<file path="config.mk">
export PLATFORM = sky130hd
export DESIGN_NAME = truth_table_sweeper
export DESIGN_NICKNAME = d
export VERILOG_FILES = /design/src/rtl/tts_pkg.sv /design/src/rtl/truth_table_sweeper_counter.sv /design/src/rtl/truth_table_sweeper.sv
export SDC_FILE = /design/constraint.sdc
export NUM_CORES = 1
export LEC_CHECK = 0
export BUFFER_PORTS_ARGS = -buffer_cell sky130_fd_sc_hd__buf_2
export CAP_MARGIN = 20
export CORE_MARGIN = 2
export CORE_UTILIZATION = 53
export DETAILED_ROUTE_END_ITERATION = 8
export PLACE_DENSITY = 0.78
export SLEW_MARGIN = 20
export SYNTH_ARGS = -nofsm -noshare
export SYNTH_HDL_FRONTEND = slang
export SYNTH_SLANG_ARGS = --single-unit
</file>
<file path="constraint.sdc">
create_clock -name clock -period 2.83 [get_ports clock]
set_input_delay 0 -clock clock [delete_from_list [all_inputs] [get_ports clock]]
set_output_delay 0 -clock clock [all_outputs]
set_load 0.02 [all_outputs]
</file>
<file path="src/rtl/tts_pkg.sv">
// rtl/tts_pkg.sv - shared types and constants for the truth table sweeper
//
// Purpose: sweeper FSM state encoding, default widths and the reference
//          minterm mask of the function unit the sweeper sits beside.
// Ports:   none (package).
package tts_pkg;

  typedef enum logic [1:0] {
    ST_IDLE   = 2'd0,
    ST_SETTLE = 2'd1,
    ST_SAMPLE = 2'd2,
    ST_DONE   = 2'd3
  } state_t;

  localparam int N_IN_DEF   = 3;
  localparam int MASK_W_DEF = 1 << N_IN_DEF;

  // Minterms 0, 2, 4, 6, 7 of the unit's primary output e.
  localparam logic [MASK_W_DEF-1:0] EXP_02467 = 8'hD5;

endpackage

</file>
<file path="src/rtl/truth_table_sweeper_counter.sv">
// rtl/truth_table_sweeper_counter.sv - code index and per-code settle down-counter
//
// Purpose: holds the input code currently driven to the function unit and
//          the number of settle cycles still to wait for that code.
// Ports:
//   clock, reset  rising-edge clock, asynchronous active-high reset
//   load          start a sweep: index 0, settle counter reloaded
//   advance       move to the next code, settle counter reloaded
//   dec           one settle cycle elapsed
//   index         current code
//   last_code     index is the final code of the sweep
//   settle_zero   settle counter has reached 0 (sample next)
module sweep_counter
  import tts_pkg::*;
#(
  parameter int N_IN   = N_IN_DEF,
  parameter int SETTLE = 2
) (
  input  logic            clock,
  input  logic            reset,
  input  logic            load,
  input  logic            advance,
  input  logic            dec,
  output logic [N_IN-1:0] index,
  output logic            last_code,
  output logic            settle_zero
);

  // Keep at least one bit so SETTLE == 1 still elaborates.
  localparam int CW = (SETTLE > 1) ? $clog2(SETTLE) : 1;
  localparam logic [CW-1:0]   RELOAD = CW'(SETTLE - 1);
  localparam logic [N_IN-1:0] LAST   = '1;

  logic [CW-1:0] settle_cnt;

  always_ff @(posedge clock or posedge reset) begin
    if (reset) begin
      index      <= '0;
      settle_cnt <= '0;
    end else if (load) begin
      index      <= '0;
      settle_cnt <= RELOAD;
    end else if (advance) begin
      index      <= index + N_IN'(1);
      settle_cnt <= RELOAD;
    end else if (dec) begin
      settle_cnt <= settle_cnt - CW'(1);
    end
  end

  assign last_code   = (index == LAST);
  assign settle_zero = (settle_cnt == '0);

endmodule

</file>
<file path="src/rtl/truth_table_sweeper.sv">
// rtl/truth_table_sweeper.sv - exhaustive truth-table sweep and self-check of a 3-input unit
//
// Purpose: drives every input code into the function unit, samples its
//          primary and gated outputs, builds the measured minterm mask and
//          compares it with an expected mask.
// Ports:
//   clock, reset     rising-edge clock, asynchronous active-high reset
//   start            request a sweep (accepted only in idle)
//   abort            cancel a running sweep
//   expected         expected minterm mask, bit i = f(code i)
//   fn_in, fn_en     code and AND-gate enable driven to the unit
//   fn_out, fn_gated unit primary output e and gated output f = e & d
//   busy, done       sweep in progress / one-cycle completion pulse
//   pass             last sweep completed with no mismatch
//   mask             measured minterm mask
//   mismatch_cnt     number of mismatching codes
//   first_bad(_valid) lowest mismatching code and its qualifier
module truth_table_sweeper
  import tts_pkg::*;
#(
  parameter int N_IN   = N_IN_DEF,
  parameter int SETTLE = 2,
  localparam int MASK_W = 1 << N_IN
) (
  input  logic              clock,
  input  logic              reset,
  input  logic              start,
  input  logic              abort,
  input  logic [MASK_W-1:0] expected,
  output logic [N_IN-1:0]   fn_in,
  output logic              fn_en,
  input  logic              fn_out,
  input  logic              fn_gated,
  output logic              busy,
  output logic              done,
  output logic              pass,
  output logic [MASK_W-1:0] mask,
  output logic [N_IN:0]     mismatch_cnt,
  output logic [N_IN-1:0]   first_bad,
  output logic              first_bad_valid
);

  localparam int CNT_W = N_IN + 1;

  state_t            state;
  logic [MASK_W-1:0] exp_q;
  logic [N_IN-1:0]   index;
  logic              last_code;
  logic              settle_zero;

  logic              sweeping;
  logic              accept;
  logic              code_bad;
  logic [CNT_W-1:0]  cnt_next;

  assign sweeping = (state == ST_SETTLE) || (state == ST_SAMPLE);
  assign accept   = (state == ST_IDLE) && start && !abort;

  // A code is bad if e disagrees with the expectation, or if the gate
  // output does not follow e while the enable is held high.
  assign code_bad = (fn_out != exp_q[index]) || (fn_gated != fn_out);
  assign cnt_next = mismatch_cnt + CNT_W'(code_bad);

  sweep_counter #(
    .N_IN   (N_IN),
    .SETTLE (SETTLE)
  ) u_counter (
    .clock       (clock),
    .reset       (reset),
    .load        (accept),
    .advance     ((state == ST_SAMPLE) && !abort && !last_code),
    .dec         ((state == ST_SETTLE) && !abort && !settle_zero),
    .index       (index),
    .last_code   (last_code),
    .settle_zero (settle_zero)
  );

  always_ff @(posedge clock or posedge reset) begin
    if (reset) begin
      state           <= ST_IDLE;
      exp_q           <= '0;
      busy            <= 1'b0;
      pass            <= 1'b0;
      mask            <= '0;
      mismatch_cnt    <= '0;
      first_bad       <= '0;
      first_bad_valid <= 1'b0;
    end else begin
      case (state)
        ST_IDLE: begin
          if (accept) begin
            exp_q           <= expected;
            mask            <= '0;
            mismatch_cnt    <= '0;
            pass            <= 1'b0;
            first_bad       <= '0;
            first_bad_valid <= 1'b0;
            busy            <= 1'b1;
            state           <= ST_SETTLE;
          end
        end
        ST_SETTLE: begin
          if (abort) begin
            busy  <= 1'b0;
            pass  <= 1'b0;
            state <= ST_IDLE;
          end else if (settle_zero) begin
            state <= ST_SAMPLE;
          end
        end
        ST_SAMPLE: begin
          // Abort discards this cycle's sample; earlier samples remain.
          if (abort) begin
            busy  <= 1'b0;
            pass  <= 1'b0;
            state <= ST_IDLE;
          end else begin
            mask[index]  <= fn_out;
            mismatch_cnt <= cnt_next;
            if (code_bad && !first_bad_valid) begin
              first_bad       <= index;
              first_bad_valid <= 1'b1;
            end
            if (last_code) begin
              // Verdict uses the count including this final code so it is
              // visible together with the done pulse.
              busy  <= 1'b0;
              pass  <= (cnt_next == '0);
              state <= ST_DONE;
            end else begin
              state <= ST_SETTLE;
            end
          end
        end
        ST_DONE: begin
          state <= ST_IDLE;
        end
        default: begin
          state <= ST_IDLE;
        end
      endcase
    end
  end

  always_comb begin
    fn_in = '0;
    fn_en = 1'b0;
    if (sweeping) begin
      fn_in = index;
      fn_en = 1'b1;
    end
  end

  assign done = (state == ST_DONE);

endmodule

</file>
==> key figures <==
Detailed routing
  – Vias: 1394
  – Final routed DRC violation total: 0
  – Per-cell routed wire length: around 14 um
  – First drt pass iteration count: 5
  – Via-to-Cell Ratio: 5.382
  – Initial DRC count: 63
  – ANT nets after route: 0
  – Detailed Route WL: between 3000 and 4000 um

Timing
  – Setup Skew: around 14 ps
  – Post-layout worst setup margin: between 200 and 300 ps
  – RSZ-0062 raised after global routing: no
  – Final Cycle Share: between 90% and 100%
  – Max_slew headroom: between 40% and 50%
  – Worst-margin pin slew: roughly 760 ps
  – Final setup vio count: 0
  – Final min period: about 2600 ps
  – Setup TNS: 0 ps
  – Final Max Tran Viols: 0
  – Fin. Hold Viols: 0
  – Fmax: 391.7 MHz

GRT
  – Met2 Track Usage GR: between 30% and 40%
  – Most used routing layer: met2
  – GRT met1 Usage: approximately 28%
  – Initial antenna violation count: 0
  – Gr usage total: 22.86%
  – Global-route wire length before repair: approximately 6000 um
  – Global route total overflow: 0
  – M3 GR Usage: 7.249%
  – Vias in the first global route: 1332
  – Largest net degree at the start of global routing: 22

Synthesis
  – Yosys warning count: 0
  – Seq/Total Area, Yosys: 47.13%
  – Syn Std Cell Area: 0.001699 mm^2
  – Gate Count Post-Synth: around 170
  – Synth unique cells: 30
  – Syn avg cell area: between 10 and 15 um^2
  – Main synth FF type: dfrtp_1
  – Post-synth EDFFs: 0
  – Yosys reg bits: 32
  – Post-synth ARST share: between 90% and 100%
  – Post-Synthesis Net Count: approximately 190

Critical path
  – Critical path, cell by cell: mux2i_1 -> mux4_2 -> mux2i_2 -> ha_1 -> ha_1 -> nor3_1 -> a31oi_1 -> nor4_1 -> mux2_2
  – R2R Path End: pass
  – Max incr delay on CP: 530 ps
  – Endpoint class of the critical path: flip-flop
  – Delay-heaviest family, CP: multiplexers
  – Critical path buffers and inverters: 0
  – R2R cell count: 9
  – Nature of the critical path startpoint: flip-flop
  – Worst EP arrival: 2770 ps
  – CP required: between 3000 and 4000 ps
  – FF-to-FF setup slack: between 200 and 300 ps
  – Critical path's slowest cell: mux4_2
  – Largest fanout on the critical path: 6
  – WS Path Type: flip-flop to flip-flop
  – R2R Path Start: u_counter.index[0]
  – Most used cell, CP: ha_1

Cells and area
  – Syn-to-layout area delta: 23.20%
  – Fin util: between 60% and 70%
  – Final instance area: about 0.0021 mm^2
  – Layout cells sized above 1: ~28%
  – Cell Count, Final, Fillers Out: roughly 260
  – Final nets: between 200 and 250
  – Ant. Diodes: 0
  – FILL cells: 246

Clocking
  – CTS Buffer Depth: 2
  – Clk_lat worst skew: between 300 and 400 ps
  – Setup Fix Bufs, Post-CTS: 0
  – Total clock sinks: 32
  – TritonCTS clock tree: yes
  – Clk slew on worst S/H paths: ~90 ps
  – Cts bufs inserted: 5
  – Clk root buf: clkbuf_4
  – CTS H-tree depth: 2

Power and ir drop
  – PwrDens: ~750 mW/mm^2
  – Worst VDD drop: around 0.00042 V
  – LEAKAGE: approximately 0.0010 uW

Placement
  – RePlAce Congestion: 0.8222
  – Placement Setup Slack: around 340 ps
  – Placed standard-cell area: about 0.0019 mm^2
  – Cells after DPL: roughly 240
  – Dpl hpwl: ~2600 um
  – # port buffers: 36

Hold path
  – Min-delay worst type: input port to flip-flop
  – Hold depth: 3
  – Hold EP: u_counter.settle_cnt
  – Min-delay src: abort

Floorplanning
  – Starting Density: a little under three fifths
  – Die area: 0.003675 mm^2
  – Chip width: 60.62 um
  – Chip Height: slightly above 60 um
  – Row count: 20
  – I/O pin total: 37
  – Core Area: 0.003053 mm^2

Run status
  – Status: finished, final reports clean

Job
  – Maximum Capacitance Violations: 0
-- layout make-up --
cell class	instances	area, um^2	share of cell area (%)
clock buffers	6	41.29	1.973
clock inverters	2	35.03	1.674
inverters	9	33.78	1.614
multi-input cells	117	827.0	39.51
flip-flops and latches	32	800.8	38.25
well taps	44	55.05	2.630
repair buffers	49	300.3	14.35
-- power by group --
part	switching (uW)	total (uW)	internal [uW]	leakage, uW
Sequential	91.7	656	565	0.000421
Combinational	318	581	263	0.000584
Clock	153	338	185	0.0000422
Total	562	1580	1010	0.00105
-- worst max-delay path by stage --
stage / cells after the start / end / slack, ps / startpoint
2_1_floorplan: 10 / pass / 480 / u_counter.index[0]
3_3_place_gp: 9 / pass / 440 / u_counter.index[0]
3_5_place_dp: 9 / pass / 340 / u_counter.index[0]
4_1_cts: 9 / pass / 280 / u_counter.index[0]
5_1_grt: 9 / pass / 120 / u_counter.index[0]
6_report: 9 / pass / 280 / u_counter.index[0]
-- metal layers --
| layer | wire length, um | up-vias |
|---|---|---|
| met1 | 1586 | 660 |
| li1 | - | 686 |
| met3 | 155 | 5 |
| met4 | 48 | 0 |
| met2 | 1865 | 43 |
| met5 | 0 | - |
-- synth_stat cells, types with 2 or more instances --
cell      number  share of area (%)
nor2_1        17                3.8
mux2i_1        4                2.4
a22o_1         8                4.1
mux2_2        10                6.6
dfrtp_1       32                 47
o22ai_1        2               0.74
nand3b_1       3                1.3
nand2_1        7                1.5
o21ai_0       20                5.9
inv_1          9                2.0
a21o_1         3                1.3
ha_1           9                6.6
clkbuf_1       7                1.5
nand3_1        3               0.88
nand2b_1       4                1.5
a21oi_1        6                1.8
and2_1         5                1.8
a31oi_1        3                1.1
nor3_1         2               0.59
o31ai_1        2               0.88
-- tightest hold or removal path, stage by stage --
cell	delay, ps
buf_2	160
o21ai_0	100
nand2_1	70
-- cells by family (layout without fill, tap and decap cells) --
kind of cell,Yosys count,in the layout,synth area share [%]
compound gates,45,45,16.27
xor+xnor,1,1,0.5156
fa+ha+maj,9,9,6.628
buf+inv,17,66,4.197
flops,32,32,47.13
mux,16,16,11.12
simple gates,46,46,14.14
-- placed cells by master, fill, tap and decap left out, drive strengths merged --
cell type | Yosys | final
mux2 | 10 | 10
mux4 | 1 | 1
nand3b | 3 | 3
a22o | 8 | 8
dlygate4sd3 | 0 | 9
nand3 | 3 | 3
or2 | 1 | 1
buf | 1 | 40
mux2i | 5 | 5
a21oi | 6 | 6
nor3b | 1 | 1
bufinv | 0 | 1
nand2 | 7 | 7
nor2 | 17 | 17
clkbuf | 7 | 6
o21ai | 20 | 20
dfrtp | 32 | 32
o211ai | 1 | 1
nor4 | 1 | 1
clkinv | 0 | 1
nand2b | 4 | 4
o22ai | 2 | 2
nand4 | 1 | 1
a21o | 3 | 3
nor3 | 2 | 2
a31oi | 3 | 3
ha | 9 | 9
and2 | 5 | 5
xor2 | 1 | 1
inv | 9 | 9
nor4b | 1 | 1
o31ai | 2 | 2
-- sequential cells by signal (all words and copies together) (netlist names) --
signal                flops
mask                      8
busy                      1
state                     2
first_bad_valid           1
first_bad                 3
u_counter.index           3
u_counter.settle_cnt      1
pass                      1
mismatch_cnt              4
exp_q                     8
-- stage by stage --
| step | hold slack, ps | total power, uW |
|---|---|---|
| 6_report | 32.19 | 1575 |
| 3_5_place_dp | 183.4 | 1231 |
| 5_1_grt | 42.98 | 1695 |
| 2_1_floorplan | 116.2 | 1091 |
| 3_3_place_gp | 173.1 | 1202 |
| 4_1_cts | 7.863 | 1585 |
-- timing repair --
item,CTS,global route
gates resized for setup,0,0
hold buffers,9,0
endpoints found under the hold margin,28,0
(Power assumes the default switching activity.)
